===== config.mk =====
export PLATFORM = sky130hd
export DESIGN_NAME = alu_rr_arbiter
export DESIGN_NICKNAME = d
export VERILOG_FILES = /design/src/rtl/alu_rr_arbiter.sv
export SDC_FILE = /design/constraint.sdc
export NUM_CORES = 1
export LEC_CHECK = 0
export BUFFER_PORTS_ARGS = -buffer_cell sky130_fd_sc_hd__buf_2
export CAP_MARGIN = 15
export CORE_UTILIZATION = 40
export CTS_BUF_LIST = sky130_fd_sc_hd__clkbuf_8
export CTS_CLUSTER_DIAMETER = 120
export DETAILED_ROUTE_END_ITERATION = 10
export PLACE_DENSITY = 0.6
export SLEW_MARGIN = 5
export SYNTH_ARGS = -nofsm -noshare
export SYNTH_HDL_FRONTEND = slang
export SYNTH_SLANG_ARGS = --single-unit

===== constraint.sdc =====
create_clock -name clk -period 7.8 [get_ports clk]
set_clock_uncertainty 0.2 [all_clocks]
set_input_delay 1.56 -clock clk [delete_from_list [all_inputs] [get_ports clk]]
set_output_delay 1.56 -clock clk [all_outputs]
set_load 0.005 [all_outputs]

===== src/rtl/alu_rr_arbiter.sv =====
// Two-requester round-robin front end for a single 32-bit ALU.
// Each operation takes three cycles: accept (IDLE), execute (EXEC) and
// response handshake (RESP). Operands are registered before the ALU, and the
// result and flags are registered after it.
//
// Handshake rule for every port: a transfer happens on a rising clock edge
// where valid && ready are both high. A source holds valid and its payload
// stable until that edge. A request port may drop valid before it is granted.
// The response port holds rsp_valid and all rsp_* fields until rsp_ready.

module alu_rr_alu #(
    parameter int DATA_W = 32
) (
    input  logic [DATA_W-1:0] a,
    input  logic [DATA_W-1:0] b,
    input  logic [1:0]        op,
    output logic [DATA_W-1:0] result,
    output logic              zero,
    output logic              cout
);
    logic [DATA_W-1:0] b_eff;
    logic              cin;
    logic [DATA_W:0]   sum;

    // A single adder serves add (A+B+0) and sub (A+~B+1). For and/or the
    // carry is that of plain A+B.
    always_comb begin
        b_eff = (op == 2'b01) ? ~b : b;
        cin   = (op == 2'b01);
        sum   = {1'b0, a} + {1'b0, b_eff} + {{DATA_W{1'b0}}, cin};
        case (op)
            2'b10:   result = a & b;
            2'b11:   result = a | b;
            default: result = sum[DATA_W-1:0];
        endcase
        cout = sum[DATA_W];
        zero = (result == '0);
    end
endmodule

module alu_rr_arbiter #(
    parameter int DATA_W = 32,
    parameter int TAG_W  = 4
) (
    input  logic              clk,
    input  logic              rst_n,
    input  logic              req0_valid,
    output logic              req0_ready,
    input  logic [DATA_W-1:0] req0_a,
    input  logic [DATA_W-1:0] req0_b,
    input  logic [1:0]        req0_op,
    input  logic [TAG_W-1:0]  req0_tag,
    input  logic              req1_valid,
    output logic              req1_ready,
    input  logic [DATA_W-1:0] req1_a,
    input  logic [DATA_W-1:0] req1_b,
    input  logic [1:0]        req1_op,
    input  logic [TAG_W-1:0]  req1_tag,
    output logic              rsp_valid,
    input  logic              rsp_ready,
    output logic [DATA_W-1:0] rsp_result,
    output logic              rsp_zero,
    output logic              rsp_cout,
    output logic              rsp_src,
    output logic [TAG_W-1:0]  rsp_tag
);
    typedef enum logic [1:0] {
        IDLE = 2'd0,
        EXEC = 2'd1,
        RESP = 2'd2
    } state_t;

    state_t            state_q, state_d;
    logic              last_grant_q, last_grant_d;
    logic [DATA_W-1:0] opa_q, opa_d;
    logic [DATA_W-1:0] opb_q, opb_d;
    logic [1:0]        opc_q, opc_d;
    logic [TAG_W-1:0]  optag_q, optag_d;
    logic              opsrc_q, opsrc_d;
    logic              rsp_valid_q, rsp_valid_d;
    logic [DATA_W-1:0] rsp_result_q, rsp_result_d;
    logic              rsp_zero_q, rsp_zero_d;
    logic              rsp_cout_q, rsp_cout_d;
    logic              rsp_src_q, rsp_src_d;
    logic [TAG_W-1:0]  rsp_tag_q, rsp_tag_d;

    logic              gnt0, gnt1;
    logic [DATA_W-1:0] alu_result;
    logic              alu_zero, alu_cout;

    alu_rr_alu #(.DATA_W(DATA_W)) u_alu (
        .a      (opa_q),
        .b      (opb_q),
        .op     (opc_q),
        .result (alu_result),
        .zero   (alu_zero),
        .cout   (alu_cout)
    );

    // Grant only in IDLE. On contention, the requester that was not granted
    // last time wins.
    always_comb begin
        gnt0 = 1'b0;
        gnt1 = 1'b0;
        if (state_q == IDLE) begin
            gnt0 = req0_valid && (!req1_valid || last_grant_q);
            gnt1 = req1_valid && (!req0_valid || !last_grant_q);
        end
    end

    assign req0_ready = gnt0;
    assign req1_ready = gnt1;

    // Next-state logic. Every register holds its value unless its state acts.
    always_comb begin
        state_d      = state_q;
        last_grant_d = last_grant_q;
        opa_d        = opa_q;
        opb_d        = opb_q;
        opc_d        = opc_q;
        optag_d      = optag_q;
        opsrc_d      = opsrc_q;
        rsp_valid_d  = rsp_valid_q;
        rsp_result_d = rsp_result_q;
        rsp_zero_d   = rsp_zero_q;
        rsp_cout_d   = rsp_cout_q;
        rsp_src_d    = rsp_src_q;
        rsp_tag_d    = rsp_tag_q;
        case (state_q)
            IDLE: begin
                if (gnt0 || gnt1) begin
                    opa_d        = gnt1 ? req1_a   : req0_a;
                    opb_d        = gnt1 ? req1_b   : req0_b;
                    opc_d        = gnt1 ? req1_op  : req0_op;
                    optag_d      = gnt1 ? req1_tag : req0_tag;
                    opsrc_d      = gnt1;
                    last_grant_d = gnt1;
                    state_d      = EXEC;
                end
            end
            EXEC: begin
                rsp_result_d = alu_result;
                rsp_zero_d   = alu_zero;
                rsp_cout_d   = alu_cout;
                rsp_src_d    = opsrc_q;
                rsp_tag_d    = optag_q;
                rsp_valid_d  = 1'b1;
                state_d      = RESP;
            end
            RESP: begin
                if (rsp_ready) begin
                    rsp_valid_d = 1'b0;
                    state_d     = IDLE;
                end
            end
            default: state_d = IDLE;
        endcase
    end

    // State registers. Reset discards any in-flight work and points
    // last_grant at requester 1, so requester 0 wins the first contention.
    always_ff @(posedge clk) begin
        if (!rst_n) begin
            state_q      <= IDLE;
            last_grant_q <= 1'b1;
            opa_q        <= '0;
            opb_q        <= '0;
            opc_q        <= '0;
            optag_q      <= '0;
            opsrc_q      <= 1'b0;
            rsp_valid_q  <= 1'b0;
            rsp_result_q <= '0;
            rsp_zero_q   <= 1'b0;
            rsp_cout_q   <= 1'b0;
            rsp_src_q    <= 1'b0;
            rsp_tag_q    <= '0;
        end else begin
            state_q      <= state_d;
            last_grant_q <= last_grant_d;
            opa_q        <= opa_d;
            opb_q        <= opb_d;
            opc_q        <= opc_d;
            optag_q      <= optag_d;
            opsrc_q      <= opsrc_d;
            rsp_valid_q  <= rsp_valid_d;
            rsp_result_q <= rsp_result_d;
            rsp_zero_q   <= rsp_zero_d;
            rsp_cout_q   <= rsp_cout_d;
            rsp_src_q    <= rsp_src_d;
            rsp_tag_q    <= rsp_tag_d;
        end
    end

    assign rsp_valid  = rsp_valid_q;
    assign rsp_result = rsp_result_q;
    assign rsp_zero   = rsp_zero_q;
    assign rsp_cout   = rsp_cout_q;
    assign rsp_src    = rsp_src_q;
    assign rsp_tag    = rsp_tag_q;
endmodule


## Word level (Yosys, flattened, before mapping)

Cells that the tools add are included.

- Bitwise operators: 3
- Reductions and logical operators: 14
- Shifts and indexed selects: 0
- $add $sub $neg: 2
- Equal/unequal tests: 7
- $mul: 0
- Div/mod/pow operators: 0
- Multiplexer cells: 13
- $lt $le $gt $ge: 0

Operators with widths:

| cell | number |
|---|---|
| $mux W32 | 3 |
| $pmux W32 S2 | 1 |
| $add A32 B32 Y33 | 1 |
| $add A33 B1 Y33 | 1 |
| $and A32 B32 Y32 | 1 |
| $logic_not A32 Y1 | 1 |
| $not A32 Y32 | 1 |
| $or A32 B32 Y32 | 1 |
| $eq A2 B2 Y1 const B | 3 |
| $mux W2 | 3 |
| $pmux W2 S3 | 1 |
| $reduce_and A2 Y1 | 3 |
| $eq A2 B1 Y1 const B | 2 |
| $mux W4 | 1 |
| $logic_not A1 Y1 | 3 |
| $logic_or A1 B1 Y1 | 3 |
| $mux W1 | 3 |
| $logic_and A1 B1 Y1 | 2 |
| $logic_not A2 Y1 | 1 |
| $ne A2 B1 Y1 const B | 1 |
| $ne A2 B2 Y1 const B | 1 |
| $pmux W1 S2 | 1 |
| $reduce_bool A2 Y1 | 1 |

- Input bits: 145
- Memories kept: 0
- Memory bits (read-only): 0
- Output and inout bits: 42
- Memory bits (writable): 0
- Bits in registers: 114
- Latch bits: 0
- Word-level logic and storage cells: 52

## Logic depth before layout (Yosys ltp)

Gate-level depths: netlist (run 1).

- Depth after elaboration: 7
- Mapped depth: 18
- Mapped depth without buffers: 13

## Cells and area by module

Synthesis (run 1) repeated with hierarchy kept, for this count alone.

- Cells, all modules: 1065
- Area, all modules: 8534.4 um^2

Modules (own cells, without submodules):

| module | cells an instance | seq. area each (um^2) | area each (um^2) | instances |
|---|---|---|---|---|
| alu_rr_arbiter | 607 | 2282.2 | 5427.7 | 1 |
| alu_rr_alu | 458 | 0.0 | 3106.7 | 1 |

## Worst setup path after synthesis (run 1)

OpenSTA, ideal clock, no wires.

- Kind: register to register
- Start point: register opc_q[0]
- End point: register rsp_zero_q (netlist: rsp_zero)
- Data arrival time: 4175 ps
- Required time: 7516 ps
- Period minus slack after synthesis: 4459 ps
- Buffers on the path: 4
- Setup time: 84 ps
- Stages on the path, launching flop included: 17
- Setup slack: 3341 ps
- Cells stage by stage: dfxtp_1 clkbuf_1 clkbuf_1 buf_1 nand2_1 buf_1 xnor2_1 fa_1 a211oi_1 o21ai_1 and3_2 or4_4 a31oi_4 nand4_2 nor4_2 nand4_1 o31ai_2

- Longest elaborated chain between the ends: 6
- Elaborated cells on any way between the ends: 8
- Those cells by class: 2 x add/sub; 3 x eq/ne; 2 x mux; 1 x reduce/logical

Ends and longest elaborated chain:

| item | RTL line | text |
|---|---|---|
| start, declared | 77 | `logic [1:0] opc_q, opc_d;` |
| start signal, assigned | 182 | `opc_q <= opc_d;` |
| $eq A2 B1 Y1 | 28, 29 |  |
| $mux W32 | 28 | `b_eff = (op == 2'b01) ? ~b : b;` |
| $add A32 B32 Y33 | 30 | `sum = {1'b0, a} + {1'b0, b_eff} + {{DATA_W{1'b0}}, cin};` |
| $add A33 B1 Y33 | 30 |  |
| $pmux W32 S2 * | 31 | `case (op)` |
| $logic_not A32 Y1 * | 37 | `zero = (result == '0);` |
| end signal, assigned | 187 | `rsp_zero_q <= rsp_zero_d;` |
| end, declared | 82 | `logic rsp_zero_q, rsp_zero_d;` |

Mark *: on every way between the ends. The rest lies on a longest branch, timed or not.
A chain may end at the register's enable or synchronous reset.

## Worst setup path after layout (run 1)

- Start point: input req0_valid
- End point: output req1_ready

- Longest elaborated chain between the ends: 4

Ends and longest elaborated chain:

| item | RTL line | text |
|---|---|---|
| start, declared | 47 | `input logic req0_valid,` |
| $logic_not A1 Y1 | 107 | `gnt1 = req1_valid && (!req0_valid \|\| !last_grant_q);` |
| $logic_or A1 B1 Y1 | 107 |  |
| $logic_and A1 B1 Y1 | 107 |  |
| $mux W1 | 105 | `if (state_q == IDLE) begin` |
| end, declared | 54 | `output logic req1_ready,` |

Every way passes these cells.

==> run summary, run 1 <==
TritonCTS clock tree - yes
antenna violations before repair - 0
pin count of the biggest net entering global routing - 107
Int Pwr - 0.001215 W
Overflow after GRT - 0
vias in the first global route - 7478
r2r startpoint - opc_q[1]
share of post-route cells with drive strength above 1 - 21.38%
syn_area_per_cell - 7.415 um^2
DRT iter0 DRCs - 703
Clk pwr share - 24.5%
Clock Tree Buf Depth - 2
Top FF cell, synth - dfxtp_1
P_sw - 0.0008883 W
Yosys top cell area share - 28.92%
CP Launch Type - input pin
GPL Wtd Cong - 0.9555
Cell Count Post-Placement - 1440
power density over the cells - 228.5 nW/um^2
clk slew on worst S/H paths - 0.09 ns
crit share post-route - 56.87%
sequential cell fraction of total power - 34.0%
Post-Syn Area - 7890 um^2
cell taking the most area after synthesis - dfxtp_1
1st-pass router iterations - 5
critical path launch point - req0_valid
slowest CP cell - nand3_4
top-count cell post-synth - nand2_1
Area contributors post-synth - dfxtp_1, nand2_1, a311oi_1
Initial Util - 40.67%
GRT Overall Usage - 26.22%
core area - 19400 um^2
FF-to-FF path depth - 14
Setup Buffers After CTS - 0
M3 GR Usage - 4.576%
Die Area - 20290 um^2
# DRC - 0
Worst EP required - 6.04 ns
Crit path max-delay family - simple AND/OR/NAND/NOR gates
WL/cell - 17.81 um
Area growth, synth to finish - 16.68%
vias - 8302
final wirelength - 26220 um
EDFF count, synth - 0
YS warnings - 0
CTS resizes - 0
CTS root buffer - clkbuf_8
RSZ-0062 raised after global routing - false
final hold violation count - 0
minimum clock period - 4.436 ns
filler cell count - 2043
Post-synth top cells - nand2_1, nor2_1, dfxtp_1
met2 GRT Util - 36.66%
final net count - 1373
critical-path cell list - buf_2 > nand2_1 > nand3_4 > inv_1 > buf_2
Worst slew margin - 23.16%
die height - 142.4 um
I/O pin cnt - 187
Switching Fraction - 42.23%
WP data arrival - 2.68 ns
met1 capacity usage during global routing - 39.77%
FFs w/ async S/R, synth - 0%
combinational fraction of design power - 41.5%
outcome - complete, no violations
share of the yosys chip area belonging to registers - 28.92%
critical path class - input pin to output pin
worst hold path class - flop to flop
fin. max-slew vios - 0
cts hold-fix bufs - 0
Crit path buffers/inverters - 3
Port Buf Inserts - 186
Row Count - 51
max-cap violation count - 0
Antenna Nets Post-Route - 0
first-pass GRT wire length - 40980 um
Finished Layout Cells - 1472
cell count after synthesis - 1064
final setup fails - 0
Critical Path End Type - output pin
Critical Path Stages - 5
die extent in x - 142.4 um
gr busiest metal - met1
CP Capture Point - req1_ready
highest cell delay on the worst timing path - 0.54 ns
slew of the pin with the lowest slew margin - 1.153 ns
vias per cell - 5.640
Cell variety after synth - 88
Top cell by count, worst path - buf_2
setup_tns - 0 ns
Reg2Reg Setup Slack - 3.43 ns
H-tree depth - 4
Fmax - 0.2254 GHz
worst r2r dst - rsp_zero
syn nets - 1243
DP HPWL - 19170 um
crit-path max FO - 61
clock sink total - 114
Leak - 3.782 nW
Num CTS Buffers - 17
clk_lat worst skew - 0.46 ns
synthesized flop and latch total - 114
Peak VDD IR - 0.0001145 V
Inserted Diodes - 0
[stage by stage]
stage | utilization, % | hold slack, ns | instance area [um^2] | power [W] | worst slack [ns]
after CTS | 47.46 | 0.2476 | 9206 | 0.002104 | 3.349
after floorplan | - | 0.2321 | 7890 | 0.001345 | 3.341
after global routing | 47.46 | 0.2732 | 9206 | 0.002237 | 3.108
after detailed placement | 45.63 | 0.2447 | 8851 | 0.001584 | 3.352
final | 47.46 | 0.2481 | 9206 | 0.002104 | 3.364
after global placement | 45.63 | 0.2405 | 8851 | 0.001583 | 3.363
[flip-flops by register name, summed over array words and instances (netlist names)]
register and flops:
opb_q 32, opc_q 2, rsp_cout 1, rsp_zero 1, opa_q 32, rsp_tag 4
state_q 2, last_grant_q 1, rsp_result 32, opsrc_q 1, optag_q 4, rsp_src 1
rsp_valid 1
[how the worst min path moves through the flow]
stage,cells after the start,slack [ns],end,start
after floorplan,2,0.23,rsp_tag[0],optag_q[0]
after global routing,2,0.27,rsp_tag[2],optag_q[2]
after detailed placement,2,0.24,rsp_src,rsp_src
after global placement,2,0.24,rsp_tag[2],optag_q[2]
final,2,0.25,rsp_src,opsrc_q
after CTS,2,0.25,rsp_tag[2],optag_q[2]
[final cells by class]
cell class	instances	area [um^2]	area share, %
tap	265	331.6	3.602
clock buffer	17	234.0	2.541
timing repair buffer	196	1006	10.93
sequential	114	2282	24.79
clock inverter	15	121.4	1.318
multi-input combinational	855	5192	56.40
inverter	10	38.79	0.4213
[cell families after synthesis]
group	Yosys count	synth area share, %
fa+ha+maj	53	7.897
simple gates	461	25.67
xor+xnor	39	4.329
compound gates	299	27.20
flops	114	28.92
mux	3	0.3964
buf+inv	95	5.582
[layout by cell type (no fill, tap or decap), drive strengths merged, types with 19 or more instances in the layout]
cell type  synthesis  routed
nand2            209     209
buf               31     196
nor2             140     140
dfxtp            114     114
a311oi            73      73
a21oi             64      64
o21ai             48      48
xnor2             36      36
ha                33      33
a211oi            21      21
maj3              19      19
[layer usage]
layer / vias up / share of wire [%]
li1: 4128 / -
met1: 3826 / 51
met2: 314 / 41
met3: 34 / 6.4
met4: 0 / 2.0
met5: - / 0
[worst register-to-register path, delay by kind of cell (launching register included)]
| kind | cells | cell delay, ns |
|---|---|---|
| xor gates and xnor gates | 1 | 0.13 |
| AOI/OAI and AO/OA | 7 | 1.86 |
| and+or+nand+nor | 3 | 0.82 |
| buffers and inverters | 2 | 0.53 |
| DFF | 1 | 0.33 |
| adders and majority gates | 1 | 0.43 |
[power groups by stage]
stage | Sequential [W] | Combinational, W | Clock [W]
after detailed placement | 0.000726 | 0.000858 | 0
after global placement | 0.000725 | 0.000858 | 0
after CTS | 0.000713 | 0.000863 | 0.000528
after floorplan | 0.000705 | 0.000640 | 0
after global routing | 0.000722 | 0.000963 | 0.000552
final | 0.000715 | 0.000874 | 0.000515
Note: power is estimated with default switching activity, not from simulation.
==> inputs of run 2 (changes only) <==
Clock period 7.8 ns to 4.55 ns, I/O delays scaled along.
==> run 2 against run 1 <==
  * Combinational power is 74% higher
  * Global-route usage grew 0.51 points
  * Worst setup slack worse by 2.6 ns
  * Critical path type is now flop to flop
==> run summary, run 2 (synthesis gave the netlist of run 1 again) <==
fin. max-slew vios - 0
slew of the pin with the lowest slew margin - 1.174 ns
Inserted Diodes - 0
DRT iter0 DRCs - 630
fin area - 9303 um^2
pin count of the biggest net entering global routing - 142
GRT Overall Usage - 26.73%
DP HPWL - 19490 um
Switching Fraction - 41.69%
Leak - 3.837 nW
power density over the cells - 398.3 nW/um^2
WHS - 0.2560 ns
highest cell delay on the worst timing path - 0.43 ns
WP data arrival - 3.98 ns
crit-path max FO - 26
Port Buf Inserts - 186
area post-placement - 8921 um^2
cts hold-fix bufs - 0
sequential cell fraction of total power - 33.1%
clk slew on worst S/H paths - 0.08 ns
CTS resizes - 0
Int Pwr - 0.002160 W
final wirelength - 26660 um
most frequent cells in the layout - nand2_1, buf_2, nor2_1, dfxtp_1, a311oi_1
P_sw - 0.001545 W
filler cell count - 2048
Die Area - 20290 um^2
die extent in x - 142.4 um
crit share post-route - 83.73%
clock sink total - 114
WL/cell - 18.04 um
TritonCTS clock tree - yes
clk_lat worst skew - 0.46 ns
Initial Util - 40.67%
Overflow after GRT - 0
most common cell after layout, fill and taps aside - nand2_1
Fmax - 0.2625 GHz
Area growth, synth to finish - 17.90%
CTS root buffer - clkbuf_8
max-cap violation count - 0
Setup Buffers After CTS - 0
Clk pwr share - 26.0%
critical path class - flop to flop
I/O pin cnt - 187
Row Count - 51
vias - 8315
Clock Tree Buf Depth - 2
first-pass GRT wire length - 41920 um
antenna violations before repair - 1
# DRC - 0
Crit path max-delay family - simple AND/OR/NAND/NOR gates
minimum clock period - 3.810 ns
share of post-route cells with drive strength above 1 - 21.85%
RSZ-0062 raised after global routing - false
outcome - complete, no violations
vias per cell - 5.626
Num CTS Buffers - 17
fin worst setup slack - 0.7404 ns
final hold violation count - 0
core area - 19400 um^2
Critical Path End Type - flop
die height - 142.4 um
Peak VDD IR - 0.0002005 V
CP Launch Type - flop
setup_tns - 0 ns
Worst slew margin - 21.72%
Antenna Nets Post-Route - 0
Post-Place Setup Slack - 0.7439 ns
1st-pass router iterations - 5
slowest CP cell - fa_1
final setup fails - 0
combinational fraction of design power - 41.0%
worst hold path class - flop to flop
critical-path cell list - buf_4 > or3b_4 > nand2_1 > fa_1 > a211oi_1 > o21ai_1 > and3_1 > or3_1 > a31oi_1 > nand4_2 > nor4_2 > nand4_1 > o31ai_2
Crit path buffers/inverters - 1
final net count - 1379
H-tree depth - 4
GPL Wtd Cong - 0.9225
Worst EP required - 4.72 ns
vias in the first global route - 7527
## run 2: through the flow
step / utilization, % / std cells / power (W)
2_1_floorplan: - / 1064 / 0.002306
3_3_place_gp: 45.99 / 1446 / 0.002741
3_5_place_dp: 45.99 / 1446 / 0.002743
4_1_cts: 47.96 / 1478 / 0.003704
5_1_grt: 47.96 / 1478 / 0.003934
6_report: 47.96 / 1478 / 0.003705
## run 2: layout make-up
class                      instances  area [um^2]  area share (%)
multi-input combinational        855         5192           55.82
inverter                          10        38.79          0.4169
sequential                       114         2282           24.53
clock buffer                      17        234.0           2.515
timing repair buffer             202         1076           11.57
clock inverter                    15        147.6           1.587
tap                              265        331.6           3.564
## run 2: path summary, 6_finish.rpt
path | from | endpoint | slack (ns) | cells after the start
min | rsp_result[15] | rsp_result[15] | 0.26 | 2
max reg2reg | opc_q[1] | rsp_zero | 0.74 | 13
min reg2reg | rsp_result[15] | rsp_result[15] | 0.26 | 2
max | opc_q[1] | rsp_zero | 0.74 | 13
## run 2: layer usage
| metal | up-vias | part of all wire, % | routed length [um] | global-route usage, % |
|---|---|---|---|---|
| met5 | - | 0 | 0 | 0 |
| met4 | 0 | 0.98 | 261 | 6.508 |
| met3 | 17 | 5.9 | 1568 | 3.970 |
| met2 | 279 | 42 | 11180 | 38.80 |
| met1 | 3878 | 51 | 13650 | 40.61 |
| li1 | 4141 | - | - | - |
## run 2: power by group through the flow
stage	registers (W)	logic, W	clock network [W]
2_1_floorplan	0.00121	0.00110	0
3_3_place_gp	0.00124	0.00150	0
3_5_place_dp	0.00125	0.00150	0
4_1_cts	0.00123	0.00150	0.000977
5_1_grt	0.00124	0.00167	0.00102
6_report	0.00123	0.00152	0.000962
## run 2: tightest hold or removal path, delay by kind of cell, from the launching register on
kind	cells	cell delay, ns
compound gates	1	0.05
simple gates	1	0.05
flops	1	0.31
==> inputs of run 3 (changes only) <==
Settings changed: PLACE_DENSITY 0.6 to 0.63.
Clock period 4.55 ns to 3.2 ns, I/O delays scaled along.
==> run 3 against run 2 <==
  * The run now ends with negative setup slack left
  * Cell count rose by 14%
  * First-iteration DRC count increased by 53%
  * Fmax rose by 6.9%
  * Flip-flop and latch count unchanged
  * Global-route usage is 3.0 points higher
  * Critical endpoint unchanged
  * Largest power group unchanged
  * Highest routed layer unchanged
==> run summary, run 3 (synthesis gave the netlist of run 1 again) <==
outcome - finished, violations left
violated checks - negative setup slack
fin worst setup slack - -0.3645 ns
Num CTS Buffers - 17
Post-Place Setup Slack - -0.3779 ns
GRT Overall Usage - 29.77%
CP Launch Type - flop
critical path class - flop to flop
combinational fraction of design power - 51.6%
Worst EP required - 3.36 ns
post-route core utilization - 62.18%
final setup fails - 8
clk_lat worst skew - 0.45 ns
pin count of the biggest net entering global routing - 107
area post-placement - 10370 um^2
WL/cell - 18.42 um
Die Area - 20290 um^2
Initial Util - 40.67%
TritonCTS clock tree - yes
Clk pwr share - 23.2%
sequential cell fraction of total power - 25.2%
clk slew on worst S/H paths - 0.08 ns
final wirelength - 30970 um
filler cell count - 1763
fin area - 12060 um^2
Peak VDD IR - 0.0003112 V
WP data arrival - 3.73 ns
Critical Path End Type - flop
fin. max-slew vios - 0
Switching Fraction - 38.18%
Port Buf Inserts - 186
RSZ-0062 raised after global routing - true
core area - 19400 um^2
Leak - 5.181 nW
Overflow after GRT - 0
minimum clock period - 3.564 ns
vias per cell - 5.577
CTS root buffer - clkbuf_8
Area growth, synth to finish - 52.89%
Fmax - 0.2805 GHz
power density over the cells - 573.6 nW/um^2
most frequent cells in the layout - nand2_1, buf_4, buf_2, nor2_1, dfxtp_1
I/O pin cnt - 187
Worst slew margin - 22.34%
first-pass GRT wire length - 46310 um
DRT iter0 DRCs - 961
crit-path max FO - 6
crit share post-route - 111.4%
worst hold path class - input pin to flop
die height - 142.4 um
slew of the pin with the lowest slew margin - 1.165 ns
# DRC - 0
Row Count - 51
Clock Tree Buf Depth - 2
cts hold-fix bufs - 0
most common cell after layout, fill and taps aside - nand2_1
DP HPWL - 22580 um
antenna violations before repair - 0
P_sw - 0.002642 W
total power - 0.006920 W
vias in the first global route - 8608
H-tree depth - 4
final net count - 1582
die extent in x - 142.4 um
Antenna Nets Post-Route - 0
Int Pwr - 0.004278 W
share of post-route cells with drive strength above 1 - 42.16%
max-cap violation count - 0
vias - 9375
clock sink total - 114
final hold violation count - 0
1st-pass router iterations - 5
GPL Wtd Cong - 0.9742
Inserted Diodes - 0
[run 3: changes by cell type in the layout (fill, tap and decap cells not counted), moves of 10 or more]
| cell | change |
|---|---|
| buf_6 | +21 |
| xnor2_1 | -18 |
| nand2_1 | -10 |
| buf_4 | +174 |
| ha_1 | -13 |
| o21ai_0 | -10 |
| a21oi_1 | -17 |
| a21oi_2 | +13 |
| ha_4 | +12 |
| xnor2_2 | +10 |
[run 3: power groups by stage]
stage | registers, W | logic [W] | clock network [W]
2_1_floorplan | 0.00172 | 0.00165 | 0
3_3_place_gp | 0.00174 | 0.00285 | 0
3_5_place_dp | 0.00174 | 0.00286 | 0
4_1_cts | 0.00172 | 0.00295 | 0.00162
5_1_grt | 0.00176 | 0.00381 | 0.00169
6_report | 0.00174 | 0.00357 | 0.00161
[run 3: through the flow]
stage               TNS, ns  hold WS, ns  std cells
finish               -1.219       0.2410       1681
detailed placement   -2.623       0.2451       1622
CTS                 -0.5928       0.2284       1655
global placement     -1.871       0.2362       1622
floorplan           -0.4247       0.2321       1064
global route         -2.719       0.2368       1681
[run 3: timing repair]
action | in CTS | in global routing
setup endpoints to repair | 15 | 19
buffers inserted | 1 | 28
pin swaps | 9 | 85
resized for setup | 38 | 156
[run 3: layout make-up]
class	count	area, um^2	share of cell area (%)
clock buffer	21	289.0	2.396
sequential	114	2287	18.96
timing repair buffer	405	2764	22.91
inverter	10	41.29	0.3423
tap	265	331.6	2.749
clock inverter	11	175.2	1.452
multi-input combinational	855	6175	51.19
[run 3: path summary, 6_finish.rpt]
| check | cells after the start | from | slack [ns] | end |
|---|---|---|---|---|
| worst max-delay path | 17 | opc_q[1] | -0.36 | rsp_zero |
| worst max register to register | 17 | opc_q[1] | -0.36 | rsp_zero |
| worst min-delay path | 3 | req0_a[24] | 0.24 | opa_q[24] |
| worst min register to register | 2 | opsrc_q | 0.25 | rsp_src |
[run 3: worst max-delay path, cell delays in order (launching register included)]
cell and delay, ns:
dfxtp_2 0.34, inv_4 0.07, nand2_8 0.08, buf_12 0.13, buf_12 0.13, buf_12 0.14
xnor2_1 0.12, ha_1 0.33, nand2_2 0.08, or3_4 0.40, a211oi_4 0.33, o31ai_4 0.16
a21boi_4 0.18, xnor2_1 0.13, o21ai_1 0.07, buf_4 0.18, nand4b_1 0.19, o31ai_2 0.22
[run 3: per-layer routing]
layer / global-route usage, % / wire length [um]
met5: 0 / 0
met2: 44.48 / 13430
met1: 43.70 / 14890
met4: 8.885 / 563
met3: 4.273 / 2083
